===== src/rtl/pi_pkg.sv =====
// pi_pkg: shared defaults, width helpers and FSM states for the pi estimator
package pi_pkg;
  localparam int DEF_COORD_W = 9;
  localparam int DEF_CENTER = 236;
  localparam int DEF_RADIUS = 236;
  localparam int DEF_CNT_W = 20;
  localparam int DEF_FRAC_W = 12;
  typedef enum logic [2:0] {S_IDLE, S_SQUARE, S_TALLY, S_DIVIDE, S_DONE} state_e;
  function automatic int radius_sq(int r);
    return r * r;
  endfunction
  function automatic int d2_w(int coord_w);
    return 2 * coord_w + 3;
  endfunction
  function automatic int est_w(int frac_w);
    return frac_w + 3;
  endfunction
  function automatic int dividend_w(int cnt_w, int frac_w);
    return cnt_w + frac_w + 2;
  endfunction
endpackage


===== src/rtl/seq_divider.sv =====
// seq_divider: unsigned restoring divider producing one quotient bit per cycle, MSB first
module seq_divider #(
  parameter int DVD_W = 34,
  parameter int DVS_W = 20,
  parameter int Q_W = 15
) (
  input  logic             clk,
  input  logic             reset,
  input  logic             abort,
  input  logic             start,
  input  logic [DVD_W-1:0] dividend,
  input  logic [DVS_W-1:0] divisor,
  output logic             busy,
  output logic             done,
  output logic [Q_W-1:0]   quotient
);
  localparam int CB = $clog2(Q_W + 1);
  logic [DVS_W-1:0] rem_q, dvs_q;
  logic [Q_W-1:0] sh_q;
  logic [CB-1:0] cnt_q;
  logic busy_q, done_q, fits;
  logic [DVS_W:0] trial;
  always_comb begin
    trial = {rem_q, sh_q[Q_W-1]};
    fits = trial >= {1'b0, dvs_q};
  end
  // Remainder seeds from the dividend bits above the quotient window; the caller keeps them below the divisor.
  always_ff @(posedge clk) begin
    if (!reset || abort) begin
      rem_q <= '0;
      dvs_q <= '0;
      sh_q <= '0;
      cnt_q <= '0;
      busy_q <= 1'b0;
      done_q <= 1'b0;
    end else if (start) begin
      rem_q <= DVS_W'(dividend[DVD_W-1:Q_W]);
      sh_q <= dividend[Q_W-1:0];
      dvs_q <= divisor;
      cnt_q <= CB'(Q_W);
      busy_q <= 1'b1;
      done_q <= 1'b0;
    end else if (busy_q) begin
      rem_q <= fits ? DVS_W'(trial - {1'b0, dvs_q}) : DVS_W'(trial);
      sh_q <= {sh_q[Q_W-2:0], fits};
      cnt_q <= cnt_q - CB'(1);
      busy_q <= cnt_q != CB'(1);
      done_q <= cnt_q == CB'(1);
    end else begin
      done_q <= 1'b0;
    end
  end
  assign busy = busy_q;
  assign done = done_q;
  assign quotient = sh_q;
endmodule


===== src/rtl/pi_estimator.sv =====
// pi_estimator: Monte-Carlo inside/total tally with a sequential Q3.FRAC_W estimate of 4*inside/total
module pi_estimator
  import pi_pkg::*;
#(
  parameter int COORD_W = DEF_COORD_W,
  parameter int CENTER = DEF_CENTER,
  parameter int RADIUS = DEF_RADIUS,
  parameter int CNT_W = DEF_CNT_W,
  parameter int FRAC_W = DEF_FRAC_W
) (
  input  logic               clk,
  input  logic               reset,
  input  logic               clear,
  input  logic               sample_valid,
  input  logic [COORD_W-1:0] sample_x,
  input  logic [COORD_W-1:0] sample_y,
  output logic               sample_ready,
  output logic [CNT_W-1:0]   inside_count,
  output logic [CNT_W-1:0]   total_count,
  output logic [FRAC_W+2:0]  pi_est,
  output logic               est_valid,
  output logic               saturated
);
  localparam int DX_W = COORD_W + 1;
  localparam int D2_W = d2_w(COORD_W);
  localparam int EST_W = est_w(FRAC_W);
  localparam int DIVIDEND_W = dividend_w(CNT_W, FRAC_W);
  localparam int RADIUS_SQ = radius_sq(RADIUS);
  state_e state_q;
  logic signed [DX_W-1:0] dx_q, dy_q, dx_d, dy_d;
  logic signed [2*DX_W-1:0] sqx, sqy;
  logic [D2_W-1:0] d2_q, d2_d;
  logic [CNT_W-1:0] inside_q, total_q, inside_d, total_d;
  logic [EST_W-1:0] pi_q, quotient;
  logic est_valid_q, sat_q, accept, div_start, div_busy, div_done;
  always_comb begin
    dx_d = {1'b0, sample_x} - DX_W'(CENTER);
    dy_d = {1'b0, sample_y} - DX_W'(CENTER);
    sqx = dx_q * dx_q;
    sqy = dy_q * dy_q;
    d2_d = {1'b0, sqx} + {1'b0, sqy};
    inside_d = inside_q + CNT_W'(d2_q <= D2_W'(RADIUS_SQ));
    total_d = total_q + CNT_W'(1);
    sample_ready = state_q == S_IDLE && !div_busy;
    accept = sample_valid && sample_ready;
    div_start = state_q == S_TALLY && !sat_q;
  end
  // Saturated samples still pass the handshake and pipeline but are dropped at the tally.
  always_ff @(posedge clk) begin
    if (!reset || clear) begin
      state_q <= S_IDLE;
      dx_q <= '0;
      dy_q <= '0;
      d2_q <= '0;
      inside_q <= '0;
      total_q <= '0;
      pi_q <= '0;
      est_valid_q <= 1'b0;
      sat_q <= 1'b0;
    end else begin
      est_valid_q <= 1'b0;
      case (state_q)
        S_IDLE: if (accept) begin
          dx_q <= dx_d;
          dy_q <= dy_d;
          state_q <= S_SQUARE;
        end
        S_SQUARE: begin
          d2_q <= d2_d;
          state_q <= S_TALLY;
        end
        S_TALLY: begin
          state_q <= sat_q ? S_IDLE : S_DIVIDE;
          if (!sat_q) begin
            inside_q <= inside_d;
            total_q <= total_d;
            sat_q <= &total_d;
          end
        end
        S_DIVIDE: if (div_done) begin
          pi_q <= quotient;
          est_valid_q <= 1'b1;
          state_q <= S_DONE;
        end
        default: state_q <= S_IDLE;
      endcase
    end
  end
  seq_divider #(
    .DVD_W(DIVIDEND_W),
    .DVS_W(CNT_W),
    .Q_W(EST_W)
  ) u_div (
    .clk(clk),
    .reset(reset),
    .abort(clear),
    .start(div_start),
    .dividend({inside_d, {(FRAC_W+2){1'b0}}}),
    .divisor(total_d),
    .busy(div_busy),
    .done(div_done),
    .quotient(quotient)
  );
  assign inside_count = inside_q;
  assign total_count = total_q;
  assign pi_est = pi_q;
  assign est_valid = est_valid_q;
  assign saturated = sat_q;
endmodule


===== config.mk =====
export PLATFORM = sky130hd
export DESIGN_NAME = pi_estimator
export DESIGN_NICKNAME = d
export VERILOG_FILES = /design/src/rtl/pi_pkg.sv /design/src/rtl/seq_divider.sv /design/src/rtl/pi_estimator.sv
export SDC_FILE = /design/constraint.sdc
export NUM_CORES = 1
export LEC_CHECK = 0
export ABC_CLOCK_PERIOD_IN_PS = 7400
export CAP_MARGIN = 20
export CORE_ASPECT_RATIO = 0.7
export CORE_MARGIN = 5
export CORE_UTILIZATION = 30
export CTS_CLUSTER_DIAMETER = 60
export DETAILED_ROUTE_END_ITERATION = 16
export PLACE_DENSITY = 0.57
export SYNTH_ARGS = -nofsm -noshare
export SYNTH_HDL_FRONTEND = slang
export SYNTH_SLANG_ARGS = --single-unit

===== constraint.sdc =====
create_clock -name clk -period 7.4 [get_ports clk]
set_input_delay 1.48 -clock clk [delete_from_list [all_inputs] [get_ports clk]]
set_output_delay 1.48 -clock clk [all_outputs]
set_load 0.01 [all_outputs]

Yosys cells after proc, flatten, opt, wreduce, memory -nomap -nowiden
Index checks and enable logic that the tools add are counted.
- $add $sub $neg: 7
- multipliers: 2
- magnitude comparators: 2
- equality and inequality tests: 7
- multiplexer cells: 15
- bitwise logic cells: 3
- reductions and logical operators: 17
- operator list (kind ; count):
    10-bit by 10-bit multiplier with 20-bit output ; 2
    19-bit two-way mux ; 2
    15-bit two-way mux ; 2
    20-bit by 20-bit adder with 21-bit output ; 1
    21-bit by 20-bit >= comparator with 1-bit output ; 1
    21-bit by 16-bit less-or-equal comparator with 1-bit output (second input constant) ; 1
    20-bit by 1-bit adder with 20-bit output ; 1
    20-bit by 1-bit adder with 20-bit output (second input constant) ; 1
    20-bit two-way mux ; 1
    20-bit AND reduction ; 1
    20-bit subtractor ; 1
    9-bit by 8-bit subtractor with 10-bit output (second input constant) ; 2
    3-bit one-hot mux with 4 select lines ; 1
    4-bit two-way mux ; 2
    2-bit AND reduction ; 4
    3-bit by 2-bit == test with 1-bit output (second input constant) ; 2
    3-bit two-way mux ; 2
    4-bit by 1-bit == test with 1-bit output (second input constant) ; 1
    1-bit two-way mux ; 4
    4-bit by 1-bit != test with 1-bit output (second input constant) ; 1
    2-bit OR reduction ; 2
    4-bit by 1-bit subtractor with 4-bit output (second input constant) ; 1
    3-bit by 1-bit == test with 1-bit output (second input constant) ; 1
    1-bit logical AND ; 3
    9 further kinds ; 13
- bits in registers: 162
- input port bits: 22
- output and inout port bits: 58
- word-level logic and storage cells: 70

Logic depth before layout (Yosys ltp)
- word-level depth: 5
- mapped depth: 30
- gate-level depth less buffers: 29

Hierarchy
Synthesis repeated with hierarchy kept, for this count alone.
- cell total of the unflattened synthesis: 2034
- area, all modules: 16727.3 um^2
- modules (own cells, without submodules) (module ; instances ; cells each ; area an instance (um^2) ; sequential area each (um^2)):
    pi_estimator ; 1 ; 1566 ; 12964.9 ; 2021.9
    seq_divider ; 1 ; 468 ; 3762.4 ; 1221.2

Worst setup path after synthesis
OpenSTA, ideal clock, no wires.
- path type: flip-flop to flip-flop
- start: register dy_q[3]
- end: register d2_q[19]
- library setup time: 0.132 ns
- arrival: 6.192 ns
- data required time: 7.268 ns
- slack: 1.076 ns
- stages on the path, launching flop included: 28
- buffers on the path: 1
- clock period less this slack: 6.324 ns
- cells stage by stage: dfxtp_1 clkbuf_1 and2_1 fa_1 inv_1 fa_1 inv_1 fa_1 fa_1 inv_1 fa_1 inv_1 ha_1 and2_1 a22o_1 a31oi_4 nor2b_1 xnor2_1 ha_1 inv_1 o21bai_1 a21oi_1 o21bai_1 a21oi_1 o21ai_0 or3_1 nand3_1 a21oi_1
- longest elaborated chain between the ends: 2
- ends and longest elaborated chain (element ; RTL line ; source):
    start, declared ; pi_estimator.sv:30 ; logic signed [DX_W-1:0] dx_q, dy_q, dx_d, dy_d;
    start signal, assigned ; pi_estimator.sv:65 ; dy_q <= dy_d;
    10-bit by 10-bit multiplier with 20-bit output ; pi_estimator.sv:40 ; sqy = dy_q * dy_q;
    20-bit by 20-bit adder with 21-bit output ; pi_estimator.sv:41 ; d2_d = {1'b0, sqx} + {1'b0, sqy};
    end signal, assigned ; pi_estimator.sv:54 ; d2_q <= '0;
    end signal, assigned ; pi_estimator.sv:69 ; d2_q <= d2_d;
    end, declared ; pi_estimator.sv:32 ; logic [D2_W-1:0] d2_q, d2_d;
Every way passes these cells.
A chain may end at the register's enable or synchronous reset.

Final worst setup path
- start: register dy_q[9]
- end: register d2_q[19]
Same word-level chain as after synthesis.

==> impl_metrics.py <==
metrics = {
    "floorplanning": {
        "die_x_um": 279,
        "row_count": 68,
        "dieArea_um2": 55200,
        "start_util_pct": 30.5,
        "coreArea_um2": 49600,
        "die_h_um": 198,
        "io_pins": 80,
    },
    "worst_setup_path": {
        "reg2reg_slack_ns": 0.55,
        "worstSetupPathType": "register to register",
        "r2r_cells": 25,
        "crit_end": "d2_q[19]$_SDFFE_PP0P_",
        "crit_path_end_kind": "register",
        "critical_path_required_ns": 7.70,
        "cp-start-kind": "register",
        "cp-startpoint": "dy_q[9]$_SDFFE_PP0P_",
        "cp.arrival_ns": 7.14,
        "crit_fanout": 14,
        "worstReg2RegEnd": "d2_q[19]$_SDFFE_PP0P_",
        "reg2reg_from": "dy_q[9]$_SDFFE_PP0P_",
    },
    "logic_synthesis": {
        "ys_seq_elements": 142,
        "syn_avg_cell_area_um2": 8.34,
        "yosys-top-cells-area": "fa_1 (22%), dfxtp_1 (19%), ha_1 (11%)",
        "async_flop_share_pct": 0,
        "synth_top_area_share_pct": 21.8,
        "synth.distinct_cells": 76,
        "synth_nets": 2142,
        "synth_edf_count": 0,
        "synth_top_cell_by_area": "fa_1",
        "synth_ff_type": "dfxtp_1",
        "yosysWarnings": 0,
        "postSynthCellCount": 1816,
        "ys_seq_area_share_pct": 18.8,
        "synth_area_um2": 15100,
    },
    "global_route": {
        "overflow": 0,
        "antenna_found_initial": 1,
        "grt_pass1_vias": 12100,
        "grt_max_degree": 79,
        "grt_first_pass_wirelength_um": 62700,
        "grt_use_total_pct": 13.8,
    },
    "hold_path": {
        "worstHoldStart": "d2_q[18]$_SDFFE_PP0P_",
        "holdPathStages": 2,
        "hold_path_class": "register to register",
    },
    "drt": {
        "viasPerCell": 4.73,
        "ant_nets": 0,
        "drc": 0,
        "first_pass_iters": 4,
        "drt-initial-drc-count": 580,
        "vias": 12000,
        "post_drt_wl_per_cell_um": 14.6,
        "drt_wl_total_um": 37200,
    },
    "cts": {
        "cts_tree": "done",
        "cts_setup_buffers": 0,
        "h-tree-depth": 4,
        "clock_sinks": 142,
        "cts_hold_buf": 0,
        "clk_pin_slew_worst_paths_ns": 0.06,
        "cts.repair.resized": 0,
        "root_buffer": "clkbuf_16",
        "cts.path.max_buffers": 2,
        "insertion_delay_ns": 0.46,
        "numCtsBuffers": 17,
    },
    "timing": {
        "fin_crit_ns": 6.85,
        "rsz0062_at_grt": "no",
        "slew_headroom_pct": 29.5,
        "final.setup_skew_ns": 0.0225,
        "whs_ns": 0.449,
        "hold_violations": 0,
        "tightest_slew_ns": 1.05,
        "post-route-period-util_pct": 92.5,
        "clock.fmax_ghz": 0.146,
        "slew_violations": 0,
        "finalSetupTns_ns": 0,
        "finalSetupViolCount": 0,
    },
    "final_layout": {
        "layout-drive-gt1-share_pct": 3.78,
        "final_cell_mix": "inv_1 (302), nand2_1 (215), fa_1 (165)",
        "nets": 2192,
        "antennaDiodeCount": 0,
        "syn_to_final_growth_pct": 13.8,
        "final_common_cell": "inv_1",
    },
    "pwr": {
        "irDropWorstVdd_v": 0.000179,
        "power.share.switching_pct": 29.4,
        "cellPowerDensity_nw_per_um2": 114,
        "netSwitchingPower_uw": 579,
        "cell_internal_pwr_uw": 1390,
        "comb_power_share_pct": 15.7,
        "p_leak_uw": 0.00785,
        "clkPwrFrac_pct": 44.3,
        "pwr-share-seq_pct": 40.0,
    },
    "run_status": {
        "status": "complete, no violations",
    },
    "place": {
        "gp_congestion": 0.884,
        "place.port_buffers": 79,
        "place.detailed.hpwl_um": 29800,
    },
    "flow_run": {
        "maxCapViolCount": 0,
    },
}
[worst min path at each step]
| stage | slack, ns | endpoint |
|---|---|---|
| after floorplan | 0.43 | d2_q[18]$_SDFFE_PP0P_ |
| after global placement | 0.44 | d2_q[18]$_SDFFE_PP0P_ |
| after detailed placement | 0.45 | d2_q[18]$_SDFFE_PP0P_ |
| after CTS | 0.45 | d2_q[6]$_SDFFE_PP0P_ |
| after global routing | 0.48 | d2_q[6]$_SDFFE_PP0P_ |
| final | 0.45 | d2_q[18]$_SDFFE_PP0P_ |
[routing by layer]
metal / global-route usage, % / up-vias / part of all wire, %
met4: 3.00 / 2 / 1.2
li1: - / 5974 / -
met1: 20.9 / 5819 / 53
met3: 3.21 / 26 / 4.7
met5: 0 / - / 0.054
met2: 20.0 / 212 / 41
[power groups by stage]
stage          sequential, uW  combinational (uW)  clock, uW
2_1_floorplan             793                 231          0
6_report                  788                 310        872
3_3_place_gp              804                 304          0
4_1_cts                   787                 310        902
5_1_grt                   789                 352        934
3_5_place_dp              805                 306          0
[layout make-up]
class | count | area [um2]
multi-input combinational | 1307 | 10900
clock buffer | 18 | 429
clock inverter | 12 | 140
tap | 665 | 832
inverter | 303 | 1140
sequential | 142 | 2840
timing repair buffer | 95 | 931
fill | 5091 | 32400
[logic make-up (layout without fill, tap and decap cells)]
group	Yosys count	count (layout)	share of synthesized area, %
DFF	142	142	18.8
and+or+nand+nor	549	549	16.9
AOI/OAI and AO/OA	292	292	12.3
buffers and inverters	367	428	9.18
muxes	25	25	1.66
adders and majority gates	304	304	33.3
xor gates and xnor gates	137	137	7.92
[cell usage after synthesis, types with 5 or more instances]
cell type and count:
o21ai_0 44, o21bai_1 7, and3_1 16, or2_2 6, inv_1 302, dfxtp_1 142, o21a_1 5, nor2_1 121
nor4_1 8, nand4_1 14, nor2b_1 19, xor2_1 37, o21ai_1 8, fa_1 165, a21o_1 13, mux2i_1 24
xnor2_1 100, nor3_1 29, ha_1 139, a22oi_1 7, a211oi_1 20, nand3_1 39, and2_1 43, clkbuf_1 61
nand2_1 215, nand2b_1 10, or3_1 12, a21oi_1 127
[flip-flops by register name, summed over array words and instances (netlist names)]
signal,cells
est_valid,1
pi_est,15
inside_count,20
u_div.done,1
state_q,3
u_div.rem_q,20
d2_q,21
u_div.cnt_q,4
u_div.busy,1
u_div.quotient,15
total_count,20
dy_q,10
saturated,1
dx_q,10
[stage by stage]
step / instances / setup WS [ns] / utilization [%] / power [uW] / instance area [um2]
2_1_floorplan: 1816 / 1.08 / - / 1020 / 15100
3_3_place_gp: 2511 / 0.679 / 33.6 / 1110 / 16600
3_5_place_dp: 2511 / 0.520 / 33.6 / 1110 / 16600
4_1_cts: 2541 / 0.501 / 34.7 / 2000 / 17200
5_1_grt: 2542 / 0.136 / 34.8 / 2070 / 17200
6_report: 2542 / 0.554 / 34.8 / 1970 / 17200
[critical path: stages, from the launching register on]
cell and delay (ns):
dfxtp_1 0.61, clkinv_1 0.41, nor2_1 0.27, fa_1 0.44, fa_1 0.52, fa_1 0.53
fa_1 0.54, inv_1 0.05, fa_1 0.52, inv_1 0.04, ha_1 0.34, and2_1 0.19
a22o_1 0.23, a31oi_4 0.17, nor2b_1 0.18, xnor2_1 0.13, ha_1 0.31, inv_1 0.13
o21bai_1 0.09, a21oi_1 0.15, o21bai_1 0.07, a21oi_1 0.13, o21ai_0 0.12, or3_1 0.35
nand3_1 0.09, a21oi_1 0.06
Power figures use the tool's default switching activity.
